## src/rtl/seq_event_counter_if.sv

```systemverilog
// Bus between the sequence detector and the event statistics counter.
// Optional ovf signal is present only when SEQ_CNT_OVF_EN is defined.
interface seq_event_counter_if #(
    parameter int unsigned CNT_W = 8
);
    logic             Z;
    logic             W_q;
    logic             clr;
    logic [CNT_W-1:0] ones_cnt;
    logic [CNT_W-1:0] zeros_cnt;
    logic [CNT_W-1:0] run_len;
    logic [CNT_W-1:0] max_run;
    logic             event_pulse;
    logic             busy;
`ifdef SEQ_CNT_OVF_EN
    logic             ovf;

    modport master (
        output Z, W_q, clr,
        input  ones_cnt, zeros_cnt, run_len, max_run, event_pulse, busy, ovf
    );

    modport slave (
        input  Z, W_q, clr,
        output ones_cnt, zeros_cnt, run_len, max_run, event_pulse, busy, ovf
    );
`else
    modport master (
        output Z, W_q, clr,
        input  ones_cnt, zeros_cnt, run_len, max_run, event_pulse, busy
    );

    modport slave (
        input  Z, W_q, clr,
        output ones_cnt, zeros_cnt, run_len, max_run, event_pulse, busy
    );
`endif
endinterface

```

## src/rtl/seq_event_counter.sv

```systemverilog
// Counts runs of ones/zeros flagged by a four-in-a-row detector, tracking run length and longest run.
// Define SEQ_CNT_OVF_EN to add the sticky saturation flag ovf.
module seq_event_counter #(
    parameter int unsigned CNT_W = 8
) (
    input  logic                clk,
    input  logic                reset,
    seq_event_counter_if.slave  bus
);

    localparam logic [CNT_W-1:0] CNT_MAX = {CNT_W{1'b1}};
    localparam logic [CNT_W-1:0] CNT_ONE = CNT_W'(1);

    typedef enum logic [1:0] {
        IDLE     = 2'd0,
        RUN_ONE  = 2'd1,
        RUN_ZERO = 2'd2
    } state_t;

    state_t           state;
    state_t           state_nxt;
    logic [CNT_W-1:0] ones_q;
    logic [CNT_W-1:0] ones_nxt;
    logic [CNT_W-1:0] zeros_q;
    logic [CNT_W-1:0] zeros_nxt;
    logic [CNT_W-1:0] len_q;
    logic [CNT_W-1:0] len_nxt;
    logic [CNT_W-1:0] max_q;
    logic [CNT_W-1:0] max_nxt;
    logic             evt_q;
    logic             evt_nxt;
    logic             busy_q;
    logic             busy_nxt;
    logic             new_det;
    logic             cont;

    // State register and registered outputs
    always_ff @(posedge clk) begin
        if (reset) begin
            state   <= IDLE;
            ones_q  <= '0;
            zeros_q <= '0;
            len_q   <= '0;
            max_q   <= '0;
            evt_q   <= 1'b0;
            busy_q  <= 1'b0;
        end else begin
            state   <= state_nxt;
            ones_q  <= ones_nxt;
            zeros_q <= zeros_nxt;
            len_q   <= len_nxt;
            max_q   <= max_nxt;
            evt_q   <= evt_nxt;
            busy_q  <= busy_nxt;
        end
    end

    // Next state and next register values
    always_comb begin
        state_nxt = state;
        new_det   = 1'b0;
        cont      = 1'b0;
        ones_nxt  = ones_q;
        zeros_nxt = zeros_q;
        len_nxt   = '0;
        max_nxt   = max_q;
        evt_nxt   = 1'b0;
        busy_nxt  = 1'b0;

        case (state)
            IDLE: begin
                if (bus.Z) begin
                    new_det   = 1'b1;
                    state_nxt = bus.W_q ? RUN_ONE : RUN_ZERO;
                end
            end
            RUN_ONE: begin
                if (!bus.Z) begin
                    state_nxt = IDLE;
                end else if (!bus.W_q) begin
                    new_det   = 1'b1;
                    state_nxt = RUN_ZERO;
                end else begin
                    cont = 1'b1;
                end
            end
            RUN_ZERO: begin
                if (!bus.Z) begin
                    state_nxt = IDLE;
                end else if (bus.W_q) begin
                    new_det   = 1'b1;
                    state_nxt = RUN_ONE;
                end else begin
                    cont = 1'b1;
                end
            end
            default: state_nxt = IDLE;
        endcase

        // A polarity switch counts as a fresh detection and restarts the run
        if (new_det) begin
            len_nxt = CNT_ONE;
            evt_nxt = 1'b1;
            if (bus.W_q) begin
                if (ones_q != CNT_MAX) ones_nxt = ones_q + CNT_ONE;
            end else begin
                if (zeros_q != CNT_MAX) zeros_nxt = zeros_q + CNT_ONE;
            end
        end else if (cont) begin
            len_nxt = (len_q != CNT_MAX) ? len_q + CNT_ONE : len_q;
        end

        if (len_nxt > max_q) max_nxt = len_nxt;

        // clr wins over same-cycle increments but leaves the run itself alone
        if (bus.clr) begin
            ones_nxt  = '0;
            zeros_nxt = '0;
            max_nxt   = '0;
        end

        busy_nxt = (state_nxt != IDLE);
    end

`ifdef SEQ_CNT_OVF_EN
    logic ovf_q;
    logic sat_hit;

    // Any increment attempted at full scale
    assign sat_hit = (new_det &&  bus.W_q && (ones_q  == CNT_MAX))
                  || (new_det && !bus.W_q && (zeros_q == CNT_MAX))
                  || (cont && (len_q == CNT_MAX));

    always_ff @(posedge clk) begin
        if (reset) begin
            ovf_q <= 1'b0;
        end else if (bus.clr) begin
            ovf_q <= 1'b0;
        end else if (sat_hit) begin
            ovf_q <= 1'b1;
        end
    end

    assign bus.ovf = ovf_q;
`endif

    assign bus.ones_cnt    = ones_q;
    assign bus.zeros_cnt   = zeros_q;
    assign bus.run_len     = len_q;
    assign bus.max_run     = max_q;
    assign bus.event_pulse = evt_q;
    assign bus.busy        = busy_q;

endmodule

```

## src/flat_wrapper.sv

```systemverilog
// flat-port wrapper written by rule: the top's interface ports become plain ports
module seq_event_counter_flat 
#(
    parameter int unsigned CNT_W = 8
)
  (clk, reset, bus_Z, bus_W_q, bus_clr, bus_ones_cnt, bus_zeros_cnt, bus_run_len, bus_max_run, bus_event_pulse, bus_busy);
  seq_event_counter_if #(.CNT_W(CNT_W)) bus_i ();
  input  logic clk;
  input  logic reset;
  input wire logic [$bits(bus_i.Z)-1:0] bus_Z;
  input wire logic [$bits(bus_i.W_q)-1:0] bus_W_q;
  input wire logic [$bits(bus_i.clr)-1:0] bus_clr;
  output wire logic [$bits(bus_i.ones_cnt)-1:0] bus_ones_cnt;
  output wire logic [$bits(bus_i.zeros_cnt)-1:0] bus_zeros_cnt;
  output wire logic [$bits(bus_i.run_len)-1:0] bus_run_len;
  output wire logic [$bits(bus_i.max_run)-1:0] bus_max_run;
  output wire logic [$bits(bus_i.event_pulse)-1:0] bus_event_pulse;
  output wire logic [$bits(bus_i.busy)-1:0] bus_busy;
  assign bus_i.Z = bus_Z;
  assign bus_i.W_q = bus_W_q;
  assign bus_i.clr = bus_clr;
  assign bus_ones_cnt = bus_i.ones_cnt;
  assign bus_zeros_cnt = bus_i.zeros_cnt;
  assign bus_run_len = bus_i.run_len;
  assign bus_max_run = bus_i.max_run;
  assign bus_event_pulse = bus_i.event_pulse;
  assign bus_busy = bus_i.busy;
  seq_event_counter #(.CNT_W(CNT_W)) u_core (.clk(clk), .reset(reset), .bus(bus_i));
endmodule
```

## config.mk

```make
export PLATFORM = sky130hd
export DESIGN_NAME = seq_event_counter_flat
export DESIGN_NICKNAME = d
export VERILOG_FILES = /design/src/rtl/seq_event_counter_if.sv /design/src/rtl/seq_event_counter.sv /design/src/flat_wrapper.sv
export SDC_FILE = /design/constraint.sdc
export NUM_CORES = 1
export LEC_CHECK = 0
export ABC_AREA = 1
export CAP_MARGIN = 30
export CORE_MARGIN = 3
export CORE_UTILIZATION = 63
export CTS_CLUSTER_SIZE = 12
export DETAILED_ROUTE_END_ITERATION = 7
export DONT_BUFFER_PORTS = 1
export GPL_TIMING_DRIVEN = 0
export HOLD_SLACK_MARGIN = 0.05
export PLACE_DENSITY = 0.79
export REMOVE_ABC_BUFFERS = 1
export SYNTH_ARGS = -nofsm -noshare
export SYNTH_HDL_FRONTEND = slang
export SYNTH_SLANG_ARGS = --single-unit
```

## constraint.sdc

```tcl
create_clock -name clk -period 6.88 [get_ports clk]
set_input_delay 0.688 -clock clk [delete_from_list [all_inputs] [get_ports clk]]
set_output_delay 0.688 -clock clk [all_outputs]
set_load 0.02 [all_outputs]
```

# --- After elaboration in Yosys (flattened, before gate mapping) ---
# Cells that the tools add are included.
word_totals:
  elab_cells: 40
  register_bits: 36
  output_inout_bits: 34
op_classes:
  n_lt_le_gt_ge: 1
  n_mux: 18
  add_sub_neg: 3
  n_bitwise: 1
  reduce_logical: 5
  n_eq_ne: 5
ops:
  columns: ["operator", "count"]
  rows:
  - ["8-bit by 1-bit adder with 8-bit output, second input constant", 3]
  - ["8-bit 2-to-1 mux", 3]
  - ["8-bit != test, second input constant", 3]
  - ["2-bit 2-to-1 mux", 6]
  - ["8-bit greater-than comparator", 1]
  - ["1-bit 2-to-1 mux", 6]
  - ["2-bit case mux with 3 select lines", 1]
  - ["3-bit AND reduction", 2]
  - ["1-bit case mux with 3 select lines", 1]
  - ["2-bit by 1-bit equality test with 1-bit output, second input constant", 1]
  - ["2-bit equality test, second input constant", 1]
  - ["2-bit zero test", 1]
  - ["1-bit case mux with 2 select lines", 1]
  - ["2-bit nonzero test", 1]
  - ["2-bit OR reduction", 1]
  - ["1-bit NOT", 1]

# --- Depth between registers and ports, before layout ---
logic_depth:
  word_depth: 6
  depth_mapped: 20
  ltp_nobuf: 20

# --- Worst setup path before layout ---
# No wires, ideal clock.
synth_path:
  kind: "in2reg"
  startpoint: "input port bus_Z"
  endpoint: "register u_core.max_q[0] (netlist: u_core.bus.max_run[0])"
  t_arrival_ps: 2376
  setup_slack_ps: 4390
  path_stages: 14
  required_ps: 6767
  n_path_buf: 1
  cell_sequence: "buf_4 > nand3_1 > a21boi_4 > nand3_1 > nor2_1 > ha_1 > a21oi_1 > nor2_1 > nor2_1 > nand2_1 > nand2_2 > nand2_1 > nand2_1 > nor2_1"
synth_between:
  elab_chain_cells: 5
synth_lines:
  columns: ["item", "line_no", "source"]
  rows:
  - ["from (decl)", "flat_wrapper.sv:10", "input wire logic [$bits(bus_i.Z)-1:0] bus_Z;"]
  - ["1-bit 2-to-1 mux", "seq_event_counter.sv:88", "if (!bus.Z) begin"]
  - ["1-bit case mux with 2 select lines", "seq_event_counter.sv:70", "case (state)"]
  - ["8-bit 2-to-1 mux", "seq_event_counter.sv:109", "end else if (cont) begin"]
  - ["8-bit 2-to-1 mux *", "seq_event_counter.sv:101", "if (new_det) begin"]
  - ["via u_core.len_nxt[5]", "seq_event_counter.sv:27", "logic [CNT_W-1:0] len_nxt;"]
  - ["8-bit greater-than comparator *", "seq_event_counter.sv:113", "if (len_nxt > max_q) max_nxt = len_nxt;"]
  - ["to (signal assigned)", "seq_event_counter.sv:52", "max_q <= max_nxt;"]
  - ["to (decl)", "seq_event_counter.sv:28", "logic [CNT_W-1:0] max_q;"]
# The timed path passes the listed nets; every way through them passes the cells marked *.
# A chain may end at the register's enable or synchronous reset.

# --- Worst setup path after layout ---
layout_path:
  startpoint: "register u_core.len_q[1] (netlist: u_core.bus.run_len[1])"
  endpoint: "register u_core.max_q[7] (netlist: u_core.bus.max_run[7])"
layout_between:
  elab_chain_cells: 5
layout_lines:
  columns: ["item", "line_no", "source"]
  rows:
  - ["from (decl)", "seq_event_counter.sv:26", "logic [CNT_W-1:0] len_q;"]
  - ["from (signal assigned)", "seq_event_counter.sv:51", "len_q <= len_nxt;"]
  - ["8-bit by 1-bit adder with 8-bit output / 8-bit != test (equally long branches)", "seq_event_counter.sv:110", "len_nxt = (len_q != CNT_MAX) ? len_q + CNT_ONE : len_q;"]
  - ["8-bit 2-to-1 mux *", "seq_event_counter.sv:110", null]
  - ["8-bit 2-to-1 mux *", "seq_event_counter.sv:109", null]
  - ["8-bit 2-to-1 mux *", "seq_event_counter.sv:101", null]
  - ["via u_core.len_nxt[5]", "seq_event_counter.sv:27", null]
  - ["8-bit greater-than comparator *", "seq_event_counter.sv:113", null]
# Marked as above.

==> impl_results.md <==
- Clock slew at reported path FFs: 0.11 ns
- Power Dens Cells: 301.5 mW/mm^2
- Element type at the critical path end: register
- Worst flop-to-flop path endpoint: u_core.bus.max_run[7]
- Insertion delay of the later-clocked pin in the worst-skew pair: 0.34 ns
- Share of synthesized cell area in and, or, nand and nor gates: 35.86%
- Inserted Diodes: 0
- Via count of the first global-routing pass: 1724
- Final Routed Wirelength: 4143 um
- Per-cell via count in the routed design: 5.164
- Post-synthesis sequential element count: 36
- Worst Path Arrival: 3.10 ns
- Number of cells in the finished layout apart from fillers: 360
- Cell area after synthesis: 0.002097 sq mm
- Total global routing overflow: 0
- First-pass iteration count of the detailed router: 4
- Root cell of the clock tree: sky130_fd_sc_hd__clkbuf_4
- Max Slew Vio Count: 0
- Number of buffers inserted by post-CTS setup repair: 0
- Post-layout net count: 335
- Die Wd: 63.70 um
- Hold Buf Count CTS: 0
- Compound-gate portion of the synthesized area: 9.308%
- Standard-cell row count: 20
- Effective utilization at floorplan: 67.58%
- Slowest Stage Delay on Critical Path: 0.53 ns
- Post-synthesis sequential area ratio: 34.37%
- Instance area at placement: 0.002130 sq mm
- Data required time at the worst endpoint: 7.13 ns
- Worst-case hold path end point: u_core.bus.run_len[3]
- Total Negative Setup Slacks: 0 ns
- Cells along the critical path: ha_1 -> nand2_1 -> nor2_2 -> nand2_2 -> nand3_1 -> nand3_1 -> nor2_1 -> ha_1 -> a21oi_1 -> nor2_1 -> nor2_1 -> nand2_1 -> nand2_2 -> nand2_1 -> nand2_1 -> nor2_1
- Total placed cells including tap cells: 352
- Post-synthesis share of cell area spent on xor and xnor gates: 4.177%
- Cell area after layout: 0.002225 sq mm
- Clock tree skew after final layout: 0.002630 ns
- Type of the worst setup path: register to register
- R2R Path Start: u_core.bus.run_len[1]
- Placer congestion estimate: 0.8540
- Cells after Synth: 312
- Slew of the pin with the lowest slew margin: 0.9779 ns
- Leak Pwr: 0.9955 nW
- Top routing layer in use: met4
- VDD IR max: 0.3161 mV
- Worst slew slack as a fraction of its limit: 34.57%
- Quantity of I/O buffers inserted on ports: 0
- Metal1 wirelength: 2035 um
- Period minus WS final: 2.850 ns
- Final HPWL DP: 3042 um
- Max Cap Violations: 0
- Routed via count: 1859
- Tightest Hold Check Type: input pin to register
- Share of cell area taken by muxes after synthesis: 0%
- Warnings from Yosys: 0
- Combined buffer and inverter count along the critical path: 0
- Total core area: 0.003103 sq mm
- Register-to-register path setup slack: 4.03 ns
- TritonCTS clock tree: yes
- GR Util All Layers: 22.72%
- Arithmetic-cell share of the synthesized area counting full adders, half adders and majority gates: 8.950%
- Kind of launch point of the worst setup path: register
- Worst Path Max Fanout: 10
- Die extent in y: 63.70 um
- Total power: 670.7 uW
- Final Hold Violating Endpoints: 0
- Hold path startpoint: reset
- Number of antenna-violating nets in the routed design: 0
- First-pass GRT wire length: 7438 um
- Number of DRC markers in iteration 0: 91
- R2r worst-path depth: 16
- Delay-heaviest family, CP: simple AND/OR/NAND/NOR gates
- Proportion of layout cells with a drive suffix above 1: 5.696%
- Number of buffers created by CTS: 5
- Detailed-routed wire length on met2: 1786 um
- Mean instance size in the synthesized netlist: 6.721 sq um
- Final count of negative-setup-slack endpoints: 0
- Final worst hold slack: 0.3974 ns
- Number of H-tree levels: 2
- WHS Path Cells: 1
- Initial antenna violation count: 0
- Largest family of logic cells by synthesized area: simple AND/OR/NAND/NOR gates
- DIE AREA: 0.004057 sq mm
- Pin count of the biggest net entering global routing: 16
- Post_cts resized: 0
- Unrepaired setup endpoints after global routing: false
- Post-route DRC violation count: 0
- Number of clock sinks seen by CTS: 36
- Result of the run: finished, final reports clean
- Final period util: 41.42%
- Area growth from synthesis to layout: 6.086%
- Library cells used by synthesis: 24
- Total length of routed met3 wires: 255 um
- CP max-delay cell: sky130_fd_sc_hd__dfxtp_1
- Top-Level Pins: 39
- Maximum buffer depth of the clock tree: 2
- Fmax achieved: 0.3509 GHz
- Wire per inst: 11.51 um
[metal layers]
| metal | track usage [%] | vias to the layer above |
|---|---|---|
| li1 | - | 993 |
| met1 | 30.25 | 811 |
| met2 | 34.29 | 45 |
| met3 | 6.952 | 10 |
| met4 | 8.625 | 0 |
| met5 | 0 | - |
[worst max-delay path by stage]
stage                                     start                    end  slack [ns]  cells past startpoint
final                     u_core.bus.run_len[1]  u_core.bus.max_run[7]        4.03                     16
after global routing      u_core.bus.run_len[0]  u_core.bus.max_run[7]        3.66                     14
after CTS                 u_core.bus.run_len[0]  u_core.bus.max_run[7]        4.03                     14
after detailed placement  u_core.bus.run_len[0]  u_core.bus.max_run[7]        4.07                     14
after global placement    u_core.bus.run_len[0]  u_core.bus.max_run[5]        4.08                     14
after floorplan           u_core.bus.run_len[1]  u_core.bus.max_run[0]        4.43                     14
[registers in the layout, summed over array words and instances (netlist names)]
register / count
u_core.bus.run_len: 8
u_core.state: 2
u_core.bus.ones_cnt: 8
u_core.bus.zeros_cnt: 8
u_core.bus.max_run: 8
u_core.bus.event_pulse: 1
u_core.bus.busy: 1
[kinds of logic after synthesis]
kind of cell,Yosys count
AOI/OAI and AO/OA,34
xor gates and xnor gates,10
and+or+nand+nor,178
buffers and inverters,39
adders and majority gates,15
DFF,36
[per-stage QoR]
stage               util (%)  setup slack (ns)
global placement       68.63             4.083
detailed placement     68.63             4.068
CTS                    71.69             4.027
global route           71.69             3.661
finish                 71.69             4.030
floorplan                  -             4.431
[cell type report]
cell class	instances	area [sq um]
clock buffers	7	65.06
fillers	277	878.3
flip-flops and latches	36	720.7
clock inverters	1	30.03
well taps	44	55.05
multi-input cells	237	1222
inverters	35	131.4
[power breakdown]
group          internal (mW)  switching [mW]
combinational         0.0799           0.154
clock                 0.0965          0.0721
sequential             0.229          0.0388
[cell usage in the layout, fill, tap and decap left out, drive strengths merged, types with 4 or more instances in the layout]
cell and instances:
a21oi 22, clkbuf 7, dfxtp 36, ha 15, inv 34, nand2 92
nand3 27, nor2 52, nor3 4, o21ai 8, xor2 8
[synthesized netlist by cell type (all sizes together)]
library cell  count  share of area [%]
nand2            92                 17
nor2             52                9.9
dfxtp            36                 34
inv              34                6.1
nand3            27                6.7
a21oi            22                5.4
ha               15                8.9
o21ai             8                1.9
xor2              8                3.3
nor3              4               0.95
nand4             3               0.90
a21o              2               0.72
buf               2               0.72
clkbuf            2               0.36
xnor2             2               0.84
a211oi            1               0.36
a21boi            1               0.90
clkinv            1               0.18
Note: power is estimated with default switching activity, not from simulation.
